[src/rtl/dmem_pkg.sv]
// Shared definitions for the two-port data-memory arbiter.
// Contents:
//   arb_state_t   arbiter ownership state (IDLE, LOCK0, LOCK1)
//   LOCK_MAX_DEF  default limit on consecutive granted cycles of a locked owner
//   is_aligned()  word-alignment test on the two low byte-address bits
package dmem_pkg;

    typedef enum logic [1:0] {
        ST_IDLE  = 2'd0,
        ST_LOCK0 = 2'd1,
        ST_LOCK1 = 2'd2
    } arb_state_t;

    localparam int LOCK_MAX_DEF = 15;

    function automatic logic is_aligned(input logic [1:0] i_lo);
        return (i_lo == 2'b00);
    endfunction

endpackage

[src/rtl/dmem_arbiter_if.sv]
// Bus bundle between two requesters, the arbiter and an external data memory.
// Handshake: reqK acts as "valid" for requester K's transaction (we/lock/addr/
// wdata qualify it); gntK is the combinational "ready". A transaction transfers
// in exactly the cycle where reqK & gntK are both high. The requester may change
// or drop its request in any cycle; nothing has to be held after gntK=0. The
// response (rvalidK with rdataK/errK) is a single-cycle pulse one cycle later.
// Modports:
//   slave  - arbiter side (takes requests and mem_rdata, drives grants, responses, memory port)
//   master - environment side (requesters plus the data memory)
interface dmem_arbiter_if #(
    parameter int ADDR_W = 6,
    parameter int DATA_W = 32
);
    logic              req0,   req1;
    logic              we0,    we1;
    logic              lock0,  lock1;
    logic [ADDR_W-1:0] addr0,  addr1;
    logic [DATA_W-1:0] wdata0, wdata1;
    logic              gnt0,   gnt1;
    logic              rvalid0, rvalid1;
    logic [DATA_W-1:0] rdata0, rdata1;
    logic              err0,   err1;
    logic              mem_we;
    logic [ADDR_W-1:0] mem_addr;
    logic [DATA_W-1:0] mem_wdata;
    logic [DATA_W-1:0] mem_rdata;

    modport slave (
        input  req0, req1, we0, we1, lock0, lock1, addr0, addr1, wdata0, wdata1, mem_rdata,
        output gnt0, gnt1, rvalid0, rvalid1, rdata0, rdata1, err0, err1,
               mem_we, mem_addr, mem_wdata
    );

    modport master (
        output req0, req1, we0, we1, lock0, lock1, addr0, addr1, wdata0, wdata1, mem_rdata,
        input  gnt0, gnt1, rvalid0, rvalid1, rdata0, rdata1, err0, err1,
               mem_we, mem_addr, mem_wdata
    );
endinterface

[src/rtl/dmem_arbiter_rr_pick.sv]
// Two-way round-robin select.
// Ports:
//   i_req0/i_req1  request lines
//   i_prio         port that wins when both request
//   o_valid        at least one request present
//   o_sel          selected port (0/1); 0 when nothing requests
module rr_pick (
    input  logic i_req0,
    input  logic i_req1,
    input  logic i_prio,
    output logic o_valid,
    output logic o_sel
);
    assign o_valid = i_req0 | i_req1;
    // A lone requester wins outright; a tie goes to the priority port.
    assign o_sel   = (i_req0 & i_req1) ? i_prio : i_req1;
endmodule

[src/rtl/dmem_arbiter.sv]
// Two-port data-memory arbiter with round-robin priority and bounded locking.
// Drives an external single-port data memory (combinational read, write on edge).
// Ports:
//   clock        single clock, rising edge
//   reset_       synchronous active-low reset
//   bus          dmem_arbiter_if.slave: requests, grants, responses, memory port
//   o_dbg_state  current ownership state
//   o_dbg_prio   port favoured on the next tie in IDLE
//   o_dbg_cnt    granted-cycle count of the current locked owner
module dmem_arbiter
    import dmem_pkg::*;
#(
    parameter int ADDR_W   = 6,
    parameter int DATA_W   = 32,
    parameter int LOCK_MAX = LOCK_MAX_DEF,
    localparam int CNT_W   = $clog2(LOCK_MAX + 1)
) (
    input  logic             clock,
    input  logic             reset_,
    dmem_arbiter_if.slave    bus,
    output arb_state_t       o_dbg_state,
    output logic             o_dbg_prio,
    output logic [CNT_W-1:0] o_dbg_cnt
);
    arb_state_t        r_state, w_state_nxt;
    logic              r_prio,  w_prio_nxt;
    logic [CNT_W-1:0]  r_cnt,   w_cnt_nxt;
    logic              w_pick_vld, w_pick_sel;
    logic              w_gnt0, w_gnt1;
    logic              w_misal0, w_misal1;
    logic              w_mem_we;
    logic [ADDR_W-1:0] w_mem_addr;
    logic [DATA_W-1:0] w_mem_wdata;
    logic              r_rvalid0, r_rvalid1, r_err0, r_err1;
    logic [DATA_W-1:0] r_rdata0, r_rdata1;

    rr_pick u_rr_pick (
        .i_req0  (bus.req0),
        .i_req1  (bus.req1),
        .i_prio  (r_prio),
        .o_valid (w_pick_vld),
        .o_sel   (w_pick_sel)
    );

    assign w_misal0 = ~is_aligned(bus.addr0[1:0]);
    assign w_misal1 = ~is_aligned(bus.addr1[1:0]);

    always_ff @(posedge clock) begin
        if (!reset_) begin
            r_state <= ST_IDLE;
            r_prio  <= 1'b0;
            r_cnt   <= '0;
        end else begin
            r_state <= w_state_nxt;
            r_prio  <= w_prio_nxt;
            r_cnt   <= w_cnt_nxt;
        end
    end

    always_comb begin
        w_gnt0      = 1'b0;
        w_gnt1      = 1'b0;
        w_state_nxt = r_state;
        w_prio_nxt  = r_prio;
        w_cnt_nxt   = r_cnt;
        case (r_state)
            ST_IDLE: begin
                if (w_pick_vld) begin
                    w_gnt0 = ~w_pick_sel;
                    w_gnt1 = w_pick_sel;
                    if (w_pick_sel ? bus.lock1 : bus.lock0) begin
                        // Locked grant: priority only moves when the lock ends.
                        w_state_nxt = w_pick_sel ? ST_LOCK1 : ST_LOCK0;
                        w_cnt_nxt   = CNT_W'(1);
                    end else begin
                        w_prio_nxt = ~w_pick_sel;
                    end
                end
            end
            ST_LOCK0: begin
                w_gnt0    = bus.req0;
                w_cnt_nxt = r_cnt + CNT_W'(1);
                // Count reaching LOCK_MAX this cycle ends the lock even if still asked.
                if (!bus.lock0 || (r_cnt >= CNT_W'(LOCK_MAX - 1))) begin
                    w_state_nxt = ST_IDLE;
                    w_prio_nxt  = 1'b1;
                    w_cnt_nxt   = '0;
                end
            end
            ST_LOCK1: begin
                w_gnt1    = bus.req1;
                w_cnt_nxt = r_cnt + CNT_W'(1);
                if (!bus.lock1 || (r_cnt >= CNT_W'(LOCK_MAX - 1))) begin
                    w_state_nxt = ST_IDLE;
                    w_prio_nxt  = 1'b0;
                    w_cnt_nxt   = '0;
                end
            end
            default: begin
                w_state_nxt = ST_IDLE;
                w_cnt_nxt   = '0;
            end
        endcase
        // No transaction may be accepted while reset is held.
        if (!reset_) begin
            w_gnt0 = 1'b0;
            w_gnt1 = 1'b0;
        end
    end

    always_comb begin
        w_mem_we    = 1'b0;
        w_mem_addr  = '0;
        w_mem_wdata = '0;
        if (w_gnt0) begin
            w_mem_addr  = bus.addr0;
            w_mem_wdata = bus.wdata0;
            w_mem_we    = bus.we0 & ~w_misal0;
        end else if (w_gnt1) begin
            w_mem_addr  = bus.addr1;
            w_mem_wdata = bus.wdata1;
            w_mem_we    = bus.we1 & ~w_misal1;
        end
    end

    // Responses: one-cycle pulses; read data captured from memory at the grant edge.
    always_ff @(posedge clock) begin
        if (!reset_) begin
            r_rvalid0 <= 1'b0;
            r_rvalid1 <= 1'b0;
            r_err0    <= 1'b0;
            r_err1    <= 1'b0;
            r_rdata0  <= '0;
            r_rdata1  <= '0;
        end else begin
            r_rvalid0 <= w_gnt0;
            r_rvalid1 <= w_gnt1;
            r_err0    <= w_gnt0 & w_misal0;
            r_err1    <= w_gnt1 & w_misal1;
            r_rdata0  <= (w_gnt0 & ~bus.we0 & ~w_misal0) ? bus.mem_rdata : '0;
            r_rdata1  <= (w_gnt1 & ~bus.we1 & ~w_misal1) ? bus.mem_rdata : '0;
        end
    end

    assign bus.gnt0      = w_gnt0;
    assign bus.gnt1      = w_gnt1;
    assign bus.mem_we    = w_mem_we;
    assign bus.mem_addr  = w_mem_addr;
    assign bus.mem_wdata = w_mem_wdata;
    assign bus.rvalid0   = r_rvalid0;
    assign bus.rvalid1   = r_rvalid1;
    assign bus.err0      = r_err0;
    assign bus.err1      = r_err1;
    assign bus.rdata0    = r_rdata0;
    assign bus.rdata1    = r_rdata1;

    assign o_dbg_state = r_state;
    assign o_dbg_prio  = r_prio;
    assign o_dbg_cnt   = r_cnt;

endmodule

[src/flat_wrapper.sv]
// flat-port wrapper written by rule: the top's interface ports become plain ports
module dmem_arbiter_flat import dmem_pkg::*;
#(
    parameter int ADDR_W   = 6,
    parameter int DATA_W   = 32,
    parameter int LOCK_MAX = LOCK_MAX_DEF,
    localparam int CNT_W   = $clog2(LOCK_MAX + 1)
)
  (clock, reset_, o_dbg_state, o_dbg_prio, o_dbg_cnt, bus_req0, bus_req1, bus_we0, bus_we1, bus_lock0, bus_lock1, bus_addr0, bus_addr1, bus_wdata0, bus_wdata1, bus_mem_rdata, bus_gnt0, bus_gnt1, bus_rvalid0, bus_rvalid1, bus_rdata0, bus_rdata1, bus_err0, bus_err1, bus_mem_we, bus_mem_addr, bus_mem_wdata);
  dmem_arbiter_if #(.ADDR_W(ADDR_W), .DATA_W(DATA_W)) bus_i ();
  input  logic clock;
  input  logic reset_;
  output arb_state_t o_dbg_state;
  output logic o_dbg_prio;
  output logic [CNT_W-1:0] o_dbg_cnt;
  input wire logic [$bits(bus_i.req0)-1:0] bus_req0;
  input wire logic [$bits(bus_i.req1)-1:0] bus_req1;
  input wire logic [$bits(bus_i.we0)-1:0] bus_we0;
  input wire logic [$bits(bus_i.we1)-1:0] bus_we1;
  input wire logic [$bits(bus_i.lock0)-1:0] bus_lock0;
  input wire logic [$bits(bus_i.lock1)-1:0] bus_lock1;
  input wire logic [$bits(bus_i.addr0)-1:0] bus_addr0;
  input wire logic [$bits(bus_i.addr1)-1:0] bus_addr1;
  input wire logic [$bits(bus_i.wdata0)-1:0] bus_wdata0;
  input wire logic [$bits(bus_i.wdata1)-1:0] bus_wdata1;
  input wire logic [$bits(bus_i.mem_rdata)-1:0] bus_mem_rdata;
  output wire logic [$bits(bus_i.gnt0)-1:0] bus_gnt0;
  output wire logic [$bits(bus_i.gnt1)-1:0] bus_gnt1;
  output wire logic [$bits(bus_i.rvalid0)-1:0] bus_rvalid0;
  output wire logic [$bits(bus_i.rvalid1)-1:0] bus_rvalid1;
  output wire logic [$bits(bus_i.rdata0)-1:0] bus_rdata0;
  output wire logic [$bits(bus_i.rdata1)-1:0] bus_rdata1;
  output wire logic [$bits(bus_i.err0)-1:0] bus_err0;
  output wire logic [$bits(bus_i.err1)-1:0] bus_err1;
  output wire logic [$bits(bus_i.mem_we)-1:0] bus_mem_we;
  output wire logic [$bits(bus_i.mem_addr)-1:0] bus_mem_addr;
  output wire logic [$bits(bus_i.mem_wdata)-1:0] bus_mem_wdata;
  assign bus_i.req0 = bus_req0;
  assign bus_i.req1 = bus_req1;
  assign bus_i.we0 = bus_we0;
  assign bus_i.we1 = bus_we1;
  assign bus_i.lock0 = bus_lock0;
  assign bus_i.lock1 = bus_lock1;
  assign bus_i.addr0 = bus_addr0;
  assign bus_i.addr1 = bus_addr1;
  assign bus_i.wdata0 = bus_wdata0;
  assign bus_i.wdata1 = bus_wdata1;
  assign bus_i.mem_rdata = bus_mem_rdata;
  assign bus_gnt0 = bus_i.gnt0;
  assign bus_gnt1 = bus_i.gnt1;
  assign bus_rvalid0 = bus_i.rvalid0;
  assign bus_rvalid1 = bus_i.rvalid1;
  assign bus_rdata0 = bus_i.rdata0;
  assign bus_rdata1 = bus_i.rdata1;
  assign bus_err0 = bus_i.err0;
  assign bus_err1 = bus_i.err1;
  assign bus_mem_we = bus_i.mem_we;
  assign bus_mem_addr = bus_i.mem_addr;
  assign bus_mem_wdata = bus_i.mem_wdata;
  dmem_arbiter #(.ADDR_W(ADDR_W), .DATA_W(DATA_W), .LOCK_MAX(LOCK_MAX)) u_core (.clock(clock), .reset_(reset_), .bus(bus_i), .o_dbg_state(o_dbg_state), .o_dbg_prio(o_dbg_prio), .o_dbg_cnt(o_dbg_cnt));
endmodule
[config.mk]
export PLATFORM = sky130hd
export DESIGN_NAME = dmem_arbiter_flat
export DESIGN_NICKNAME = d
export VERILOG_FILES = /design/src/rtl/dmem_pkg.sv /design/src/rtl/dmem_arbiter_if.sv /design/src/rtl/dmem_arbiter_rr_pick.sv /design/src/rtl/dmem_arbiter.sv /design/src/flat_wrapper.sv
export SDC_FILE = /design/constraint.sdc
export NUM_CORES = 1
export LEC_CHECK = 0
export ABC_AREA = 1
export BUFFER_PORTS_ARGS = -buffer_cell sky130_fd_sc_hd__buf_2
export CAP_MARGIN = 25
export CORE_AREA = 2 2 90 92
export CTS_BUF_LIST = sky130_fd_sc_hd__clkbuf_8
export CTS_CLUSTER_SIZE = 24
export DETAILED_ROUTE_END_ITERATION = 10
export DIE_AREA = 0 0 92 94
export PLACE_DENSITY = 0.77
export SLEW_MARGIN = 5
export SYNTH_ARGS = -nofsm -noshare
export SYNTH_HDL_FRONTEND = slang
export SYNTH_SLANG_ARGS = --single-unit
export TNS_END_PERCENT = 5
[constraint.sdc]
create_clock -name clock -period 2.97 [get_ports clock]
set_clock_uncertainty 0.1 [all_clocks]
set_input_delay 0.1485 -clock clock [delete_from_list [all_inputs] [get_ports clock]]
set_output_delay 0.1485 -clock clock [all_outputs]
set_load 0.1 [all_outputs]
# Yosys cells after proc, flatten, opt, wreduce, memory -nomap -nowiden

Cells that the tools add are included.

Bits of input ports: 116
Register bits: 75
Word-level logic and storage cells: 76

Add/subtract/negate cells: 1
Mux-type cells: 30
Equality and inequality tests: 7
Reductions and logical operators: 13
Bitwise gates (word level): 15
$lt $le $gt $ge: 1

Operator list:

| cell                                                      | count |
|---|---|
| two-way mux 32 bit                                        | 2 |
| two-way mux 4 bit                                         | 4 |
| two-way mux 1 bit                                         | 12 |
| two-way mux 6 bit                                         | 2 |
| case mux 4 bit (3 select lines)                           | 1 |
| two-way mux 2 bit                                         | 5 |
| AND 1 bit                                                 | 9 |
| zero test 2 bit                                           | 3 |
| != test 2 x 1 -> 1 bit (second input constant)            | 3 |
| case mux 2 bit (3 select lines)                           | 1 |
| AND reduction 2 bit                                       | 3 |
| inverter 1 bit                                            | 5 |
| AND reduction 5 bit                                       | 1 |
| adder 4 x 1 -> 4 bit (second input constant)              | 1 |
| greater-or-equal comparator 4 bit (second input constant) | 1 |
| != test 2 bit (second input constant)                     | 2 |
| case mux 1 bit (2 select lines)                           | 2 |
| AND reduction 4 bit                                       | 1 |
| case mux 1 bit (3 select lines)                           | 1 |
| nonzero test 3 bit                                        | 1 |
| equality test 2 x 1 -> 1 bit (second input constant)      | 1 |
| equality test 2 bit (second input constant)               | 1 |
| zero test 1 bit                                           | 2 |
| logical OR 1 bit                                          | 2 |
| OR 1 bit                                                  | 1 |

# Depth between registers and ports, before layout

Gate-level depths: netlist (run 1).

Word-level depth: 9
Depth in mapped cells: 10

# Hierarchy

Synthesis (run 1) repeated with hierarchy kept, for this count alone.

Cell total of the unflattened synthesis: 416
Area, all modules: 3057.9 um^2

By module, submodules not included:

| module       | cells each | instances | area an instance (um^2) |
|---|---|---|---|
| dmem_arbiter | 411        | 1         | 3035.4 |
| rr_pick      | 5          | 1         | 22.5 |

# Worst setup path after synthesis (run 1)

No wires, ideal clock.

Path kind: reg-to-output
Start: reg u_core.r_state[0], in the netlist u_core.o_dbg_state[0]
End: out bus_mem_wdata[17]
Buffers on the path: 1
Stages on the path, launching flop included: 7
Setup slack: -0.118 ns
Arrival: 2.840 ns
Cells stage by stage: dfxtp_1 > ha_1 > inv_1 > a21oi_4 > buf_2 > nand2_1 > nand2_1

Elaborated cells on any way between the ends: 9

RTL lines:

| element                                                         | line                | RTL |
|---|---|---|
| start: declaration                                              | dmem_arbiter.sv:25  | `arb_state_t r_state, w_state_nxt;` |
| start signal: assignment                                        | dmem_arbiter.sv:54  | `r_state <= w_state_nxt;` |
| equality test 2 x 1 -> 1 bit or zero test 2 bit (tied branches) | dmem_arbiter.sv:66  | `case (r_state)` |
| case mux 1 bit (2 select lines) (*)                             | dmem_arbiter.sv:66  |  |
| two-way mux 1 bit (*)                                           | dmem_arbiter.sv:105 | `if (!reset_) begin` |
| named net bus_gnt0                                              | flat_wrapper.sv:27  | `output wire logic [$bits(bus_i.gnt0)-1:0] bus_gnt0;` |
| two-way mux 32 bit (*)                                          | dmem_arbiter.sv:115 | `if (w_gnt0) begin` |
| end: declaration                                                | flat_wrapper.sv:37  | `output wire logic [$bits(bus_i.mem_wdata)-1:0] bus_mem_wdata;` |

Mark *: on every way through the listed nets, which the timed path passes. The rest lies on a longest branch.

# Worst setup path after layout (run 1)

Start: reg u_core.r_state[0], in the netlist u_core.o_dbg_state[0]
End: out bus_mem_we

Longest elaborated chain between the ends: 5
Elaborated cells on any way between the ends: 9

RTL lines:

| element                                                | line                | RTL |
|---|---|---|
| equality test 2 bit or zero test 2 bit (tied branches) | dmem_arbiter.sv:66  |  |
| case mux 1 bit (2 select lines)                        | dmem_arbiter.sv:66  |  |
| two-way mux 1 bit                                      | dmem_arbiter.sv:105 |  |
| two-way mux 1 bit                                      | dmem_arbiter.sv:119 | `end else if (w_gnt1) begin` |
| two-way mux 1 bit (*)                                  | dmem_arbiter.sv:115 |  |
| end: declaration                                       | flat_wrapper.sv:35  | `output wire logic [$bits(bus_i.mem_we)-1:0] bus_mem_we;` |

Mark *: on every way between the ends. The rest lies on a longest branch, timed or not.

==> results of run 1 <==
power groups by stage:
stage               sequential, mW  combinational [mW]  clock [mW]
floorplan                     1.59                1.45           0
global placement              1.14                2.71           0
detailed placement            1.14                2.74           0
CTS                           1.12                2.78       0.877
global route                  1.13                2.90       0.924
finish                        1.12                2.78       0.860
layer usage:
metal | GRT usage (%) | share of wire (%) | vias to the layer above
met5 | 0 | 0 | -
met3 | 8.19 | 9.8 | 16
met4 | 7.46 | 1.6 | 0
met1 | 21.8 | 35 | 1507
met2 | 43.4 | 53 | 170
li1 | - | - | 1691
per-stage QoR:
stage	area [µm²]	power (mW)
floorplan	2850	3.04
global placement	4660	3.85
detailed placement	4660	3.88
CTS	5240	4.78
global route	5240	4.96
finish	5240	4.76
kinds of logic (layout without fill, tap and decap cells):
logic type	count (synthesis)	count (layout)	synth area share (%)
and+or+nand+nor	243	243	33.1
DFF	75	75	52.7
buffers and inverters	63	334	9.27
AOI/OAI and AO/OA	9	9	1.98
adders and majority gates	6	6	2.64
xor gates and xnor gates	1	1	0.308
sequential cells by signal, summed over array words and instances (netlist names):
name                flops
u_core.o_dbg_cnt        4
u_core.bus.err1         1
u_core.bus.rdata1      32
u_core.bus.rvalid0      1
u_core.o_dbg_state      2
u_core.bus.err0         1
u_core.bus.rdata0      32
u_core.bus.rvalid1      1
u_core.o_dbg_prio       1
worst max-delay path: cells and delay by family, from the launching register on:
family                     cells  cell delay [ps]
and+or+nand+nor                6              770
buffers and inverters          3              640
DFF                            1              350
adders and majority gates      1              270
layout make-up:
cell class	instances	area (µm²)	area share [%]
Clock buffer	9	124	2.36
Clock inverter	7	98.8	1.89
Inverter	48	180	3.44
Multi-Input combinational cell	259	1080	20.6
Sequential cell	75	1500	28.7
Tap cell	102	128	2.44
Timing Repair Buffer	270	2120	40.5
worst max-delay path by stage:
stage                                             from                                to  slack, ps  cells past startpoint
CTS                 u_core.o_dbg_state[0]$_SDFFE_PN0P_                 bus_mem_wdata[11]        260                     10
finish              u_core.o_dbg_state[0]$_SDFFE_PN0P_                        bus_mem_we        330                     10
floorplan               u_core.o_dbg_prio$_SDFFE_PN0P_                 bus_mem_wdata[17]        190                      8
global route        u_core.o_dbg_state[0]$_SDFFE_PN0P_                        bus_mem_we        110                     10
detailed placement  u_core.o_dbg_state[0]$_SDFFE_PN0P_  u_core.bus.rdata0[16]$_SDFF_PN0_        480                      7
global placement    u_core.o_dbg_state[0]$_SDFFE_PN0P_  u_core.bus.rdata0[30]$_SDFF_PN0_        660                      7
synth_stat cells:
cell / n
nand2_1: 149
nor2_1: 79
dfxtp_1: 75
inv_1: 48
buf_2: 13
nand3_1: 11
ha_1: 6
a21oi_1: 5
o21ai_0: 3
nand4_1: 2
a21oi_4: 1
buf_4: 1
buf_6: 1
nand3b_2: 1
nor2_2: 1
xor2_1: 1
==> out/metrics.yaml, run 1 <==
r2r_start: "u_core.o_dbg_state[0]$_SDFFE_PN0P_"
synth_warnings: 0
cts-root-buf: "clkbuf_8"
period_share_pct: 88.7
end_kind: "output port"
fin_nets: 785
vdd_drop_max_uv: 556
synthTopCellsByArea: "dfxtp_1 (53%), nand2_1 (20%), nor2_1 (10%)"
p_sw_share_pct: 51.0
fp.coreArea_mm2: 0.00761
cts_tree: "yes"
crit_chain: "inv_1 > ha_1 > nand3_1 > nand2_1 > nand2_1 > nor2_2 > buf_4 > nand3_1 > nand2_1 > buf_12"
firstDrtPassIters: 4
hold_class: "input port to register"
syn2layout_area_growth_pct: 84.1
whs_path_depth: 3
pwr-share-clk_pct: 18.1
htree_levels: 3
ys_seq_area_share_pct: 52.7
antenna_cells: 0
drt_iter0_drc: 114
syn-cell-area_mm2: 0.00285
grt_pass1_wl_um: 15300
cts_max_path_buffers: 2
grt_pass1_vias: 3335
fp.dieH_um: 94
hold_start: "reset_"
power_switching_mw: 2.43
ys_ff_latch: 75
finalSetupViolCount: 0
slowest_delay_ps: 350
num_vias: 3384
die_w_um: 92
routed_wirelength_um: 10100
hold_viol_final: 0
final_core_util_pct: 68.9
fin_ws_ps: 335
power.leakage_nw: 3.02
worst_pin_slew_ps: 683
p_per_area_mw_per_mm2: 908
drcViolationCount: 0
path_class: "register to output port"
post_cts_buffers: 0
r2r-end: "u_core.bus.rdata0[1]$_SDFF_PN0_"
die-area_mm2: 0.00865
intPower_mw: 2.33
required_ps: 2720
final_period_minus_worst_setup_slack_ps: 2640
place_inst: 718
insertion_delay_ps: 330
avgSynthCellArea_um2: 7.17
start_util_pct: 37.4
dp_hpwl_um: 7380
reg2reg_slack_ps: 440
antenna_found_initial: 0
clk_pin_slew_ps: 80
avgViaCountPerCell: 4.39
crit_top_cell: "nand2_1"
crit_path_top_delay_cell: "dfxtp_2"
num_rows: 32
gr-total-overflow: 0
grt_usage_pct: 22.4
antenna_left: 0
status: "finished, final reports clean"
final_cell_mix: "buf_2 (192), nand2_1 (149), nor2_1 (79)"
drv_slew: 0
wl_per_cell_um: 13.1
final_common_cell: "buf_2"
crit_path_max_fanout: 39
cap_violations: 0
relSlewSlack_pct: 54.2
portBuffers: 231
final_cells: 770
drive_gt1_share_pct: 38.2
fmax_mhz: 379
synth_area_leader_cell: "dfxtp_1"
crit_arrival_ps: 2390
num_io_pins: 232
synth.distinct_cells: 16
hold_path_end: "u_core.o_dbg_state[0]$_SDFFE_PN0P_"
seqPwrFrac_pct: 23.5
worstRegToRegCells: 7
yosysTopAreaCellShare_pct: 52.7
rsz0062_at_grt: "no"
syn_nets: 519
power_frac_comb_pct: 58.4
grt_start_max_net_pins: 42
cts_buffers: 9
fill_cells: 579
fin_hold_ws_ps: 31.7
cts_resized: 0
hold_buffers: 36
dp_slack_ps: 475
finalWeightedCongestion: 0.869
clock-sinks: 75
tns_ps: 0
startpoint_type: "register"
postSynthCellCount: 397
(Power assumes the default switching activity.)
==> run 2: changes to the inputs <==
Settings changed: CELL_PAD_IN_SITES_DETAIL_PLACEMENT from default to 1, CELL_PAD_IN_SITES_GLOBAL_PLACEMENT from default to 2, CORE_AREA 2 2 90 92 to default, CORE_ASPECT_RATIO from default to 1.1, CORE_MARGIN from default to 2, CORE_UTILIZATION from default to 20, DIE_AREA 0 0 92 94 to default, PLACE_DENSITY 0.77 to default, PLACE_DENSITY_LB_ADDON from default to 0.1.
==> run 2 against run 1 <==
Compared with the run above: design area is 1.7% higher; non-clock buffer count stayed put; worst setup slack better by 20 ps; hold slack worse by 9.9 ps; combinational power hardly changed; core utilization is 30 points lower; sequential share of layout area is 0.49 points lower; via count is 1.1% lower; die area is 76% higher; flip-flop and latch count stayed put; critical path type unchanged; highest routed layer unchanged.
==> out/metrics.yaml, run 2 (synthesis gave the netlist of run 1 again) <==
status: "finished, final reports clean"  # unchanged
path_class: "register to output port"  # unchanged
crit_arrival_ps: 2370  # was 2390 ps
hold_class: "input port to register"  # unchanged
num_rows: 45  # was 32
clk_pin_slew_ps: 80  # about the same
end_kind: "output port"  # unchanged
startpoint_type: "register"  # unchanged
cts_buffers: 9  # unchanged
whs_path_depth: 3  # unchanged
grt_pass1_wl_um: 17200  # was 15300 µm
crit_path_max_fanout: 39  # unchanged
grt_start_max_net_pins: 40  # was 42
grt_pass1_vias: 3462  # was 3335
antenna_found_initial: 0  # unchanged
antenna_cells: 0  # unchanged
relSlewSlack_pct: 65.1  # was 54.2%
dp_hpwl_um: 8940  # was 7380 µm
final_core_util_pct: 38.5  # was 68.9%
die_w_um: 118  # was 92 µm
fill_cells: 1776  # was 579
cts_max_path_buffers: 2  # unchanged
worstRegToRegCells: 8  # was 7
cts_tree: "yes"  # unchanged
crit_path_top_delay_cell: "a21oi_4"  # was dfxtp_2
power_frac_comb_pct: 59.6  # was 58.4%
drive_gt1_share_pct: 38.0  # was 38.2%
final_period_minus_worst_setup_slack_ps: 2620  # was 2640 ps
hold_viol_final: 0  # unchanged
cap_violations: 0  # unchanged
clock-sinks: 75  # unchanged
seqPwrFrac_pct: 23.8  # was 23.5%
power.leakage_nw: 3.01  # was 3.02 nW
rsz0062_at_grt: "no"  # unchanged
worst_pin_slew_ps: 528  # was 683 ps
drv_slew: 0  # unchanged
drcViolationCount: 0  # unchanged
power_switching_mw: 2.45  # was 2.43 mW
pwr-share-clk_pct: 16.6  # was 18.1%
num_vias: 3348  # was 3384
dp_slack_ps: 693  # was 475 ps
wl_per_cell_um: 13.3  # was 13.1 µm
required_ps: 2720  # about the same
avgViaCountPerCell: 3.91  # was 4.39
finalSetupViolCount: 0  # unchanged
cts-root-buf: "clkbuf_8"  # unchanged
antenna_left: 0  # unchanged
vdd_drop_max_uv: 367  # was 556 µV
crit_top_cell: "nand2_1"  # unchanged
crit_chain: "inv_1 > ha_1 > nand2_1 > a21oi_4 > nor2_2 > buf_4 > nand2_1 > nand2_1 > buf_12"  # was inv_1 > ha_1 > nand3_1 > nand2_1 > nand2_1 > nor2_2 > buf_4 > nand3_1 > nand2_1 > buf_12
gr-total-overflow: 0  # unchanged
syn2layout_area_growth_pct: 87.3  # was 84.1%
p_per_area_mw_per_mm2: 883  # was 908 mW/mm²
grt_usage_pct: 14.4  # was 22.4%
fin_hold_ws_ps: 21.8  # was 31.7 ps
portBuffers: 231  # unchanged
hold_start: "bus_addr1[0]"  # was reset_
fin_nets: 785  # unchanged
fin_ws_ps: 354  # was 335 ps
firstDrtPassIters: 4  # unchanged
drt_iter0_drc: 62  # was 114
r2r_start: "u_core.o_dbg_state[0]$_SDFFE_PN0P_"  # unchanged
period_share_pct: 88.1  # was 88.7%
insertion_delay_ps: 350  # was 330 ps
final_cell_mix: "buf_2 (192), nand2_1 (149), nor2_1 (79)"  # unchanged
num_io_pins: 232  # unchanged
crit_path_start: "u_core.o_dbg_state[0]$_SDFFE_PN0P_"  # unchanged
finalWeightedCongestion: 0.734  # was 0.869
total_power_mw: 4.71  # was 4.76 mW
final_common_cell: "buf_2"  # unchanged
tns_ps: 0  # unchanged
routed_wirelength_um: 11400  # was 10100 µm
p_sw_share_pct: 52.0  # was 51.0%
start_util_pct: 20.6  # was 37.4%
slowest_delay_ps: 400  # was 350 ps
path_depth: 9  # was 10
die-area_mm2: 0.0152  # was 0.00865 mm²
htree_levels: 3  # unchanged
cp_top_family: "buffers and inverters"  # was simple AND/OR/NAND/NOR gates
fmax_mhz: 382  # was 379 MHz
fp.dieH_um: 129  # was 94 µm
fp.coreArea_mm2: 0.0139  # was 0.00761 mm²
intPower_mw: 2.26  # was 2.33 mW
crit_buf_inv: 3  # unchanged
-- run 2: cell types whose count changed in the layout (fill, tap and decap cells not counted), sizes merged --
| cell | delta |
|---|---|
| clkbuf | +1 |
| inv | -1 |
| dlygate4sd3 | -1 |
| bufinv | -1 |
| clkinvlp | +1 |
| buf | +1 |
-- run 2: layout make-up --
class / count / area, µm² / area share (%)
timing repair buffer: 270 / 2130 / 40.0
clock buffer: 10 / 138 / 2.58
clock inverter: 6 / 57.6 / 1.08
multi-input combinational: 259 / 1080 / 20.3
tap: 188 / 235 / 4.41
sequential: 75 / 1500 / 28.2
inverter: 48 / 180 / 3.38
-- run 2: final timing paths --
path,to,slack (ps)
worst max-delay path,bus_mem_wdata[1],350
worst min-delay path,u_core.bus.err1$_SDFF_PN0_,20
worst max register to register,u_core.bus.err0$_SDFF_PN0_,540
worst min register to register,u_core.o_dbg_prio$_SDFFE_PN0P_,450
-- run 2: per-stage QoR --
stage                     instance area, µm²  cells
after CTS                               5330    856
final                                   5330    856
after global routing                    5330    856
after global placement                  4780    805
after detailed placement                4780    805
after floorplan                         2850    397
-- run 2: metal layers --
layer	share of wire (%)	vias up	GRT usage [%]
li1	-	1695	-
met1	38	1477	14.7
met2	49	160	25.8
met3	10	16	6.16
met4	2.2	0	6.38
met5	0	-	0
-- run 2: power groups by stage --
stage | logic, mW | clock network [mW] | registers, mW
global route | 2.95 | 0.853 | 1.13
finish | 2.81 | 0.780 | 1.12
floorplan | 1.45 | 0 | 1.59
detailed placement | 2.79 | 0 | 1.15
CTS | 2.83 | 0.817 | 1.12
global placement | 2.78 | 0 | 1.14
-- run 2: worst register-to-register path, stage by stage, from the launching register on --
cell           delay (ps)
dfxtp_2               340
inv_1                 110
ha_1                  280
nand2_1               160
a21oi_4               400
buf_12                250
nand2_1               130
nand2_1                70
dlygate4sd3_1         530
-- run 2: what timing repair did --
| action | in CTS | in global routing |
|---|---|---|
| resized for setup | 0 | 0 |
| hold endpoints to repair | 67 | 0 |
| setup endpoints to repair | 0 | 0 |
| buffers inserted | 0 | 0 |
| hold buffers | 35 | 0 |
==> run 3: changes to the inputs <==
Settings changed: CELL_PAD_IN_SITES_GLOBAL_PLACEMENT 2 to 1, CORE_UTILIZATION 20 to 28.
==> run 3 against run 2 <==
Compared with the run above: wire length grew 0.82%; die area shrank 28%; hold slack lost 1.2 ps; design area shrank 2.0%; critical path depth shrank 3; largest cell class unchanged; sequential share of layout area grew 0.59 points; flip-flop and latch count is the same; critical endpoint is now bus_gnt0; total power shrank 0.88%.
==> out/metrics.yaml, run 3 (synthesis gave the netlist of run 1 again) <==
status: "finished, final reports clean"  # unchanged
hold_viol_final: 0  # unchanged
insertion_delay_ps: 350  # about the same
worst_pin_slew_ps: 727  # was 528 ps
grt_pass1_vias: 3598  # was 3462
cts_buffers: 9  # unchanged
drcViolationCount: 0  # unchanged
register_area_mm2: 0.00150  # unchanged
drv_slew: 0  # unchanged
clock-sinks: 75  # unchanged
htree_levels: 3  # unchanged
final_period_minus_worst_setup_slack_ps: 2610  # was 2620 ps
cts_tree: "yes"  # unchanged
portBuffers: 231  # unchanged
p_per_area_mw_per_mm2: 894  # was 883 mW/mm²
fin_ws_ps: 360  # was 354 ps
grt_start_max_net_pins: 40  # unchanged
dp_hpwl_um: 8610  # was 8940 µm
relSlewSlack_pct: 51.3  # was 65.1%
grt_usage_pct: 20.1  # was 14.4%
end_kind: "output port"  # unchanged
cap_violations: 0  # unchanged
use_met2_pct: 38.2  # was 25.8%
routed_wirelength_um: 11500  # was 11400 µm
place_area_mm2: 0.00468  # was 0.00478 mm²
fp.dieH_um: 110  # was 129 µm
slowest_delay_ps: 510  # was 400 ps
die-area_mm2: 0.0110  # was 0.0152 mm²
path_class: "register to output port"  # unchanged
final_cell_mix: "buf_2 (192), nand2_1 (149), nor2_1 (79)"  # unchanged
gr-total-overflow: 0  # unchanged
crit_path_top_delay_cell: "buf_2"  # was a21oi_4
cts-root-buf: "clkbuf_8"  # unchanged
period_share_pct: 87.9  # was 88.1%
finalWeightedCongestion: 0.884  # was 0.734
fp.coreArea_mm2: 0.00989  # was 0.0139 mm²
grt.busiest_layer: "met2"  # unchanged
num_rows: 38  # was 45
crit_arrival_ps: 2360  # was 2370 ps
post_cts_buffers: 0  # unchanged
hold_class: "input port to register"  # unchanged
dp_slack_ps: 721  # was 693 ps
startpoint_type: "register"  # unchanged
final_common_cell: "buf_2"  # unchanged
num_io_pins: 232  # unchanged
antenna_found_initial: 0  # unchanged
avgViaCountPerCell: 4.29  # was 3.91
fin_area_mm2: 0.00522  # was 0.00533 mm²
grt_pass1_wl_um: 17100  # was 17200 µm
required_ps: 2720  # about the same
crit_chain: "inv_1 > ha_1 > nand2_1 > a21oi_4 > buf_4 > buf_2"  # was inv_1 > ha_1 > nand2_1 > a21oi_4 > nor2_2 > buf_4 > nand2_1 > nand2_1 > buf_12
finalSetupViolCount: 0  # unchanged
multiInputGateArea_mm2: 0.00108  # unchanged
start_util_pct: 28.8  # was 20.6%
total_power_mw: 4.67  # was 4.71 mW
rsz0062_at_grt: "no"  # unchanged
grt_use_met3_pct: 8.26  # was 6.16%
antenna_left: 0  # unchanged
syn2layout_area_growth_pct: 83.4  # was 87.3%
wl_per_cell_um: 14.6  # was 13.3 µm
fmax_mhz: 383  # was 382 MHz
num_vias: 3380  # was 3348
crit_path_max_fanout: 39  # unchanged
clk_pin_slew_ps: 90  # was 80 ps
firstDrtPassIters: 6  # was 4
drt_iter0_drc: 71  # was 62
die_w_um: 100  # was 118 µm
tns_ps: 0  # unchanged
drive_gt1_share_pct: 38.2  # was 38.0%
fin_nets: 784  # was 785
cts_max_path_buffers: 2  # unchanged
fill_cells: 1265  # was 1776
power.leakage_nw: 3.00  # was 3.01 nW
grt_use_met1_pct: 19.9  # was 14.7%
vdd_drop_max_uv: 530  # was 367 µV
## run 3: final timing paths
path | start | to | slack [ps] | cells past startpoint
setup / recovery | u_core.o_dbg_state[1]$_SDFFE_PN0P_ | bus_gnt0 | 360 | 6
hold reg to reg | u_core.o_dbg_prio$_SDFFE_PN0P_ | u_core.o_dbg_prio$_SDFFE_PN0P_ | 440 | 2
setup reg to reg | u_core.o_dbg_state[1]$_SDFFE_PN0P_ | u_core.bus.err0$_SDFF_PN0_ | 550 | 8
hold / removal | bus_addr1[0] | u_core.bus.err1$_SDFF_PN0_ | 20 | 3
## run 3: power by group
group          internal, mW  leakage, nW  switching (mW)  total [mW]
Clock                 0.325       0.0947           0.432       0.757
Sequential             1.07        0.607          0.0445        1.12
Combinational         0.777         2.30            2.02        2.79
Total                  2.17         3.00            2.49        4.67
## run 3: layout make-up
class | instances | area share, %
flip-flops and latches | 75 | 28.8
inverters | 48 | 3.45
clock buffers | 9 | 2.37
well taps | 120 | 2.88
diodes | 1 | 0.0479
repair buffers | 269 | 40.5
multi-input cells | 259 | 20.7
clock inverters | 7 | 1.25
## run 3: metal layers
| metal | share of wire, % | vias up |
|---|---|---|
| met1 | 35 | 1534 |
| met2 | 55 | 142 |
| li1 | - | 1693 |
| met3 | 8.9 | 11 |
| met5 | 0 | - |
| met4 | 1.4 | 0 |
## run 3: metrics by stage
step                      util (%)  cells  hold slack [ps]
after detailed placement      47.3    736              287
after CTS                     52.8    787             8.82
after floorplan                  -    397              170
final                         52.8    788             20.6
after global placement        47.3    736              273
after global routing          52.8    787             14.6
## run 3: repair_timing
action	in CTS	in global routing
gates resized for setup	0	0
hold endpoints to repair	69	0
hold buffers	35	0
## run 3: worst max-delay path, delay by kind of cell, from the launching register on
family / cells / cell delay [ps]
compound gates: 1 / 210
buf+inv: 3 / 1010
fa+ha+maj: 1 / 270
flops: 1 / 350
simple gates: 1 / 160
